## config.mk

```make
export PLATFORM = sky130hd
export DESIGN_NAME = seq_divider
export DESIGN_NICKNAME = d
export VERILOG_FILES = /design/src/rtl/seq_divider.sv
export SDC_FILE = /design/constraint.sdc
export NUM_CORES = 1
export LEC_CHECK = 0
export BUFFER_PORTS_ARGS = -buffer_cell sky130_fd_sc_hd__buf_2
export CAP_MARGIN = 20
export CELL_PAD_IN_SITES_DETAIL_PLACEMENT = 0
export CELL_PAD_IN_SITES_GLOBAL_PLACEMENT = 1
export CORE_ASPECT_RATIO = 0.8
export CORE_MARGIN = 4
export CORE_UTILIZATION = 40
export CTS_BUF_LIST = sky130_fd_sc_hd__clkbuf_8
export DETAILED_ROUTE_END_ITERATION = 10
export PLACE_DENSITY_LB_ADDON = 0.1
export SETUP_SLACK_MARGIN = 0.1
export SLEW_MARGIN = 20
export SYNTH_ARGS = -nofsm -noshare
export SYNTH_HDL_FRONTEND = slang
export SYNTH_SLANG_ARGS = --single-unit
export TNS_END_PERCENT = 10
```

## constraint.sdc

```tcl
create_clock -name clk -period 2.7 [get_ports clk]
set_clock_uncertainty 0.15 [all_clocks]
set_input_delay 0.135 -clock clk [delete_from_list [all_inputs] [get_ports clk]]
set_output_delay 0.135 -clock clk [all_outputs]
set_load 0.05 [all_outputs]
```

## src/rtl/seq_divider.sv

```systemverilog
// -----------------------------------------------------------------------------
// seq_divider
//
// Iterative restoring unsigned divider producing one quotient bit per clock.
// It is the inverse of the vedic multiplier family: given a product and one
// factor it recovers the other factor, for example p / b -> a.
//
// Ports
//   clk          system clock, rising edge
//   rst_n        asynchronous active-low reset
//   in_valid     operands present on dividend/divisor
//   in_ready     divider idle and able to accept operands
//   dividend     unsigned dividend  [WIDTH-1:0]
//   divisor      unsigned divisor   [WIDTH-1:0]
//   out_valid    result present on quotient/remainder/div_by_zero
//   out_ready    consumer accepts the result
//   quotient     unsigned quotient  [WIDTH-1:0]
//   remainder    unsigned remainder [WIDTH-1:0]
//   div_by_zero  result came from a zero divisor (quotient all ones,
//                remainder = dividend)
//
// Parameters
//   WIDTH        operand/result width, 2..32
//
// Optional build macro
//   SEQ_DIVIDER_EARLY_EXIT_EN  when defined, a non-zero divisor larger than
//                              the dividend finishes at the accept edge
//                              (quotient 0, remainder = dividend) instead of
//                              running the full WIDTH-cycle iteration.
// -----------------------------------------------------------------------------
module seq_divider #(
    parameter int WIDTH = 4
) (
    input  logic             clk,
    input  logic             rst_n,
    input  logic             in_valid,
    output logic             in_ready,
    input  logic [WIDTH-1:0] dividend,
    input  logic [WIDTH-1:0] divisor,
    output logic             out_valid,
    input  logic             out_ready,
    output logic [WIDTH-1:0] quotient,
    output logic [WIDTH-1:0] remainder,
    output logic             div_by_zero
);

    localparam int CNT_W = $clog2(WIDTH + 1);

    typedef enum logic [1:0] {
        IDLE = 2'd0,
        CALC = 2'd1,
        DONE = 2'd2
    } state_t;

    state_t             state_q, state_d;
    logic [WIDTH-1:0]   dvd_q,   dvd_d;
    logic [WIDTH-1:0]   dvs_q,   dvs_d;
    logic [WIDTH-1:0]   rem_q,   rem_d;
    logic [WIDTH-1:0]   quot_q,  quot_d;
    logic [CNT_W-1:0]   cnt_q,   cnt_d;
    logic               dbz_q,   dbz_d;

    logic [WIDTH:0]     r_shift;
    logic [WIDTH-1:0]   r_sub;
    logic               q_bit;
    logic               early_exit;

    always_ff @(posedge clk or negedge rst_n) begin
        if (!rst_n) begin
            state_q <= IDLE;
            dvd_q   <= '0;
            dvs_q   <= '0;
            rem_q   <= '0;
            quot_q  <= '0;
            cnt_q   <= '0;
            dbz_q   <= 1'b0;
        end else begin
            state_q <= state_d;
            dvd_q   <= dvd_d;
            dvs_q   <= dvs_d;
            rem_q   <= rem_d;
            quot_q  <= quot_d;
            cnt_q   <= cnt_d;
            dbz_q   <= dbz_d;
        end
    end

    always_comb begin
        state_d = state_q;
        dvd_d   = dvd_q;
        dvs_d   = dvs_q;
        rem_d   = rem_q;
        quot_d  = quot_q;
        cnt_d   = cnt_q;
        dbz_d   = dbz_q;

        // The stored partial remainder is always below the divisor, so only
        // the shifted value needs the extra bit. When the compare succeeds the
        // difference is again below the divisor and fits in WIDTH bits, which
        // makes the truncated subtraction exact.
        r_shift = {rem_q, dvd_q[WIDTH-1]};
        q_bit   = (r_shift >= {1'b0, dvs_q});
        r_sub   = r_shift[WIDTH-1:0] - dvs_q;

`ifdef SEQ_DIVIDER_EARLY_EXIT_EN
        early_exit = (dividend < divisor);
`else
        early_exit = 1'b0;
`endif

        case (state_q)
            IDLE: begin
                if (in_valid) begin
                    dvd_d   = dividend;
                    dvs_d   = divisor;
                    rem_d   = '0;
                    quot_d  = '0;
                    dbz_d   = 1'b0;
                    cnt_d   = CNT_W'(WIDTH);
                    state_d = CALC;
                    if (divisor == '0) begin
                        // Zero divisor bypasses the iteration entirely.
                        quot_d  = '1;
                        rem_d   = dividend;
                        dbz_d   = 1'b1;
                        cnt_d   = '0;
                        state_d = DONE;
                    end else if (early_exit) begin
                        rem_d   = dividend;
                        cnt_d   = '0;
                        state_d = DONE;
                    end
                end
            end
            CALC: begin
                rem_d  = q_bit ? r_sub : r_shift[WIDTH-1:0];
                quot_d = {quot_q[WIDTH-2:0], q_bit};
                dvd_d  = {dvd_q[WIDTH-2:0], 1'b0};
                cnt_d  = cnt_q - CNT_W'(1);
                if (cnt_q == CNT_W'(1)) begin
                    state_d = DONE;
                end
            end
            DONE: begin
                if (out_ready) begin
                    state_d = IDLE;
                end
            end
            default: begin
                state_d = IDLE;
            end
        endcase
    end

    assign in_ready    = (state_q == IDLE);
    assign out_valid   = (state_q == DONE);
    assign quotient    = quot_q;
    assign remainder   = rem_q;
    assign div_by_zero = dbz_q;

endmodule
```

After elaboration in Yosys (flattened, before gate mapping) --
Cells that the tools add are included.
Word-level totals: register bits 22, bits in latches 0, RAM bits 0, memory bits (read-only) 0, output and inout port bits 11, word-level logic and storage cells 40, memories 0
Cells by class: add/sub/neg operators 2, multipliers 0, divide/modulo/power cells 0, $lt $le $gt $ge 1, equal/unequal tests 6, shift operators 0, multiplexer cells 18, bitwise logic cells 0, reduce and logical (&&, ||, !) cells 6
Operators by type and width (number):
- 4-bit two-way mux | 6
- 4-bit one-hot mux with 2 select lines | 3
- 2-bit two-way mux | 4
- 3-bit two-way mux | 2
- 2-bit one-hot mux with 3 select lines | 1
- 3-bit one-hot mux with 2 select lines | 1
- 5-bit by 4-bit >= comparator with 1-bit output | 1
- 4-bit logical NOT | 1
- 2-bit inequality test (second input constant) | 2
- 2-bit AND reduction | 2
- 4-bit subtractor | 1
- 3-bit by 1-bit equality test with 1-bit output (second input constant) | 1
- 3-bit AND reduction | 1
- 3-bit by 1-bit subtractor with 3-bit output (second input constant) | 1
- 2-bit by 1-bit equality test with 1-bit output (second input constant) | 1
- 2-bit equality test (second input constant) | 1
- 2-bit logical NOT | 1
- 2-bit by 1-bit inequality test with 1-bit output (second input constant) | 1
- 2-bit nonzero test | 1
- 1-bit two-way mux | 1

Depth between registers and ports, before layout --
Gate-level depths: netlist of run 1.
depth after elaboration 4, mapped depth 7, gate-level depth less buffers 7

Least setup slack after synthesis of run 1 --
OpenSTA, ideal clock, no wires.
path kind register to register, from register rem_q[1], in the netlist remainder[1], to register rem_q[3], in the netlist remainder[3], arrival time 1888 ps, data required time 2415 ps, setup slack 527 ps, cell stages (with the launch flop) 6, path buffers 0, cells stage by stage dfrtp_1 -> ha_1 -> or2_2 -> a211oi_2 -> or3_1 -> o211ai_1
Between the ends: longest elaborated chain between the ends 3, elaborated cells on any way between the ends 4
Ends and longest elaborated chain:
- from (decl) | line 58 | logic [WIDTH-1:0] rem_q, rem_d;
- from (signal assigned) | line 81 | rem_q <= rem_d;
- 4-bit subtractor or 5-bit by 4-bit >= comparator with 1-bit output (tied branches) | line 103, 102
- 4-bit two-way mux * | line 136 | rem_d = q_bit ? r_sub : r_shift[WIDTH-1:0];
- 4-bit one-hot mux with 2 select lines * | line 111 | case (state_q)
Mark *: on every way between the ends. The rest lies on a longest branch, timed or not. A chain may end at the register's enable or synchronous reset.

Worst setup path after layout of run 1 --
from register rem_q[1], in the netlist remainder[1], to register quot_q[0], in the netlist quotient[0]
Between the ends: longest elaborated chain between the ends 2
Ends and longest elaborated chain:
- 5-bit by 4-bit >= comparator with 1-bit output | line 102 | q_bit = (r_shift >= {1'b0, dvs_q});
- 4-bit one-hot mux with 2 select lines | line 111
- to (signal assigned) | line 82 | quot_q <= quot_d;
- to (decl) | line 59 | logic [WIDTH-1:0] quot_q, quot_d;
No other way between the ends.

==> results of run 1 <==
## flip-flops by register name, summed over array words and instances (netlist names)
| signal | cells |
|---|---|
| remainder | 4 |
| dvs_q | 4 |
| quotient | 4 |
| cnt_q | 3 |
| dvd_q | 4 |
| state_q | 2 |
| div_by_zero | 1 |
## synthesized netlist by cell type (all sizes together), types with 3 or more instances
library cell | count | area, um2
ha | 6 | 75.1
inv | 9 | 33.8
nor2b | 4 | 25.0
nor2 | 3 | 11.3
a21oi | 8 | 51.3
nand2 | 17 | 63.8
o211ai | 6 | 45.0
or4 | 3 | 26.3
buf | 5 | 30.0
dfrtp | 22 | 551
a221o | 3 | 30.0
a22oi | 7 | 52.6
o21ai | 11 | 55.1
a32oi | 3 | 26.3
or3 | 3 | 18.8
nand3 | 4 | 20.0
## worst max-delay path, stage by stage (launching register included)
cell and delay, ns:
dfrtp_1 0.42, ha_1 0.36, or2_2 0.30, a211oi_2 0.44
or3_1 0.19, o211ai_1 0.08
## repair_timing
item / CTS / global route
gates resized for setup: 0 / 0
setup buffers: 0 / 0
hold buffers: 4 / 0
hold endpoints to repair: 25 / 0
## stage by stage
stage                     hold WS (ns)  cells  power (mW)  setup slack, ns  instance area (um2)
after floorplan                 -0.311    134        1.53            0.527                 1310
after global placement         -0.0175    191        1.77            0.679                 1450
after detailed placement      -0.00850    191        1.79            0.649                 1450
after CTS                       0.0124    199        2.11            0.634                 1560
after global routing            0.0330    199        2.28            0.499                 1560
final                           0.0139    199        2.09            0.627                 1560
## area by class of cell
class | count | area, um2
clock buffers | 3 | 41.3
clock inverters | 1 | 30.0
fillers | 309 | 1550
inverters | 9 | 33.8
multi-input cells | 96 | 687
flip-flops and latches | 22 | 551
well taps | 40 | 50.0
repair buffers | 28 | 165
## cells by family after synthesis
family / after synthesis / synth area share (%)
AO/OA/AOI/OAI: 43 / 23.2
buffers and inverters: 16 / 5.45
adder cells (fa/ha/maj): 7 / 7.27
XOR/XNOR: 2 / 1.34
AND/OR/NAND/NOR: 42 / 18.9
flip-flops: 22 / 42.1
multiplexers: 2 / 1.72
## power by group
part | switching, mW | leakage (nW) | internal, mW
Clock | 0.106 | 0.0357 | 0.198
Sequential | 0.168 | 0.278 | 0.473
Combinational | 0.693 | 0.387 | 0.451
## layer usage
layer | part of all wire, % | up-vias | global-route usage [%]
met5 | 0 | - | 0
met2 | 46 | 31 | 25.5
met4 | 0.56 | 0 | 2.41
met1 | 48 | 511 | 22.8
li1 | - | 537 | -
met3 | 5.4 | 2 | 4.07
## worst max path at each step
stage | end | cells past startpoint | slack [ns] | from
floorplan | remainder[3]$_DFFE_PN0P_ | 5 | 0.53 | remainder[1]$_DFFE_PN0P_
detailed placement | quotient[0]$_DFFE_PN0P_ | 5 | 0.65 | remainder[1]$_DFFE_PN0P_
global route | quotient[0]$_DFFE_PN0P_ | 5 | 0.50 | remainder[1]$_DFFE_PN0P_
CTS | quotient[0]$_DFFE_PN0P_ | 5 | 0.63 | remainder[1]$_DFFE_PN0P_
global placement | quotient[0]$_DFFE_PN0P_ | 5 | 0.68 | remainder[1]$_DFFE_PN0P_
finish | quotient[0]$_DFFE_PN0P_ | 5 | 0.63 | remainder[1]$_DFFE_PN0P_
==> results.ini, run 1 <==
[outcome]
status=finished, final reports clean

[logic_synthesis]
syn_inst=134
synth-seq-cells=22
ys_types=37
synth_top_flop_cell=dfrtp_1
ys_seq_area_share_pct=42.1
async_reset_ff_share_pct=100
avgSynthCellArea_um2=9.77
synth_edf_count=0
ys_warn_count=0
syn_area_um2=1310
syn_nets=153

[hold_path]
min_from=dividend[1]
worstHoldPathCells=3
hp-class=in2reg
min_to=remainder[1]$_DFFE_PN0P_

[worst_setup_path]
critPathMaxFanout=8
reg2reg_depth=5
worst_ep_required_time_ns=2.66
rrSetupSlack_ns=0.63
endpoint_kind=flip-flop
startpoint_type=flip-flop
critPathKind=reg2reg
cp.arrival_ns=2.04
reg2reg_to=quotient[0]$_DFFE_PN0P_
r2r-start=remainder[1]$_DFFE_PN0P_

[grt]
grt_pass1_vias=1095
antenna_found_initial=0
grt_use_total_pct=16.1
grt_max_degree=23
grt-ovfl-total=0
grt_pass1_wl_mm=5.39

[routing]
drt_iter0_drc=49
drc=0
viasPerCell=5.43
wl_per_cell_um=15.2
dr.pass1.iters=4
vias=1081
ant_nets=0
route.final.wire_length_mm=3.03

[cts]
cts_tree=done
root_buffer=clkbuf_8
cts-buffers-inserted=3
clock_latency_ns=0.26
cts.clk_slew.worst_paths_ns=0.08
h-tree-depth=1
clock_sinks=22
clock_path_buffers=2

[sta]
final_hold_viol_count=0
finalSetupTns_ns=0
finalCriticalPeriod_ns=2.07
tightestPinTransition_ns=0.733
slew_headroom_pct=51.1
period_share_pct=76.8
max_freq_ghz=0.482
rsz0062_at_grt=false
drv_slew=0
finalSetupViolations=0

[placed_design]
buffer_ports.inserted=22
dpl.hpwl_mm=2.28
gp_congestion=0.776

[power]
ir_drop_mv=0.615
leakage_nw=0.701
powerDensity_nw_per_um2=1340

[run]
cap_violations=0

[finish]
layout_common_cells=dfrtp_1, buf_2, nand2_1
n_antenna_cell=0
drive_gt1_share_pct=23.3
synthToLayoutAreaGrowth_pct=19.0
fin_nets=179
post-route-util_pct=50.1

[floorplan]
die_y_um=59.2
core_area_um2=3110
io_pins=23
die-width_um=72.0
initial_core_util_pct=42.1
die_area_um2=4260
row_count=18

Note: power is estimated with default switching activity, not from simulation.
==> run 2: changes to the inputs <==
- clock period: 2.7 -> 1.9 ns (I/O delays scaled with it)
==> results.ini, run 2 (synthesis results as in run 1) <==
[outcome]
status=finished, final reports clean

[worst_setup_path]
max_stage_delay_ns=0.54
rrSetupSlack_ns=0.06
critPathMaxFanout=8
endpoint_kind=flip-flop
reg2reg_depth=5
slowest_stage=or4_4
path_cells=ha_4 > or4_4 > a21oi_4 > or3_1 > o211ai_1
r2r-start=remainder[1]$_DFFE_PN0P_
reg2reg_to=remainder[3]$_DFFE_PN0P_
critPathKind=reg2reg
cp.arrival_ns=1.83
startpoint_type=flip-flop
worst_ep_required_time_ns=1.89

[sta]
slew_headroom_pct=61.0
tightestPinTransition_ns=0.581
rsz0062_at_grt=true
max_freq_ghz=0.544
final_hold_viol_count=0
period_share_pct=96.7
finalCriticalPeriod_ns=1.84
drv_slew=0
finalSetupTns_ns=0
finalSetupViolations=0

[routing]
wl_per_cell_um=15.0
met3_length_um=160
drt_iter0_drc=108
dr.pass1.iters=5
viasPerCell=5.39
met1Wirelength_mm=1.63
drc=0
dr_wl_met2_mm=1.45
route.final.wire_length_mm=3.26
vias=1169
ant_nets=0
top_layer=met4

[grt]
grt-ovfl-total=0
antenna_found_initial=0
grt_use_total_pct=16.5
grt_max_degree=23
grt_pass1_wl_mm=5.40
grt_pass1_vias=1102

[floorplan]
die_y_um=59.2
initial_core_util_pct=42.1
die-width_um=72.0
core_area_um2=3110
row_count=18
die_area_um2=4260
io_pins=23

[cts]
cts-buffers-inserted=3
cts.clk_slew.worst_paths_ns=0.08
clock_sinks=22
cts_tree=done
root_buffer=clkbuf_8
clock_latency_ns=0.26
h-tree-depth=1
clock_path_buffers=2

[power]
leakage_nw=0.801
p_total_mw=3.27
powerDensity_nw_per_um2=1850
ir_drop_mv=0.698

[run]
cap_violations=0

[hold_path]
min_from=out_ready
hp-class=in2reg
min_to=state_q[1]$_DFFE_PN0P_
worstHoldPathCells=4

[finish]
drive_gt1_share_pct=36.7
final_common_cell=buf_2
post-route-util_pct=56.7
synthToLayoutAreaGrowth_pct=34.6
n_antenna_cell=0
layout_common_cells=buf_2, dfrtp_1, nand2_1, buf_4, o21ai_0
fin_nets=197

[placed_design]
gp_congestion=0.817
buffer_ports.inserted=22
dpl.hpwl_mm=2.38

[run 2: layout make-up]
type / count / area (um2)
Fill cell: 286 / 1350
Tap cell: 40 / 50.0
Multi-Input combinational cell: 96 / 747
Clock buffer: 4 / 55.1
Timing Repair Buffer: 46 / 322
Inverter: 9 / 33.8
Sequential cell: 22 / 554
[run 2: worst max-delay path: cells and delay by family, from the launching register on]
kind | cells | cell delay (ns)
AND/OR/NAND/NOR | 2 | 0.70
flip-flops | 1 | 0.43
AO/OA/AOI/OAI | 2 | 0.28
adder cells (fa/ha/maj) | 1 | 0.17
[run 2: layer usage]
layer | up-vias | GRT usage (%)
met5 | - | 0
met4 | 0 | 4.29
met3 | 4 | 4.07
met2 | 27 | 24.3
met1 | 565 | 24.1
li1 | 573 | -
[run 2: through the flow]
stage	cells	worst slack, ns	cell area (um2)	hold slack (ns)
after global placement	201	0.0132	1560	-0.0591
after global routing	217	-0.00137	1760	0.0365
final	217	0.0631	1760	0.0297
after CTS	216	0.0593	1730	0.0268
after floorplan	134	-0.0312	1350	-0.351
after detailed placement	201	-0.00245	1560	-0.0502
[run 2: worst max path at each step]
stage,start,to,cells after the start
floorplan,remainder[1]$_DFFE_PN0P_,remainder[3]$_DFFE_PN0P_,5
detailed placement,dvd_q[3]$_DFFE_PN0P_,remainder[2]$_DFFE_PN0P_,7
global placement,dvd_q[3]$_DFFE_PN0P_,remainder[2]$_DFFE_PN0P_,7
global route,dvd_q[3]$_DFFE_PN0P_,remainder[1]$_DFFE_PN0P_,7
CTS,remainder[1]$_DFFE_PN0P_,remainder[3]$_DFFE_PN0P_,5
finish,remainder[1]$_DFFE_PN0P_,remainder[3]$_DFFE_PN0P_,5
[run 2: report_power, final]
part	switching (mW)	total [mW]	internal (mW)
clock network	0.151	0.336	0.185
registers	0.174	0.853	0.678
logic	1.19	2.08	0.893
[run 2: what timing repair did]
item                       4_1_cts  5_1_grt
gates cloned                     0        0
buffers inserted                 3        1
hold endpoints to repair        29        0
gates resized for setup          4        8
pin swaps                        2        4
hold buffers                     8        0
setup endpoints to repair        5        9
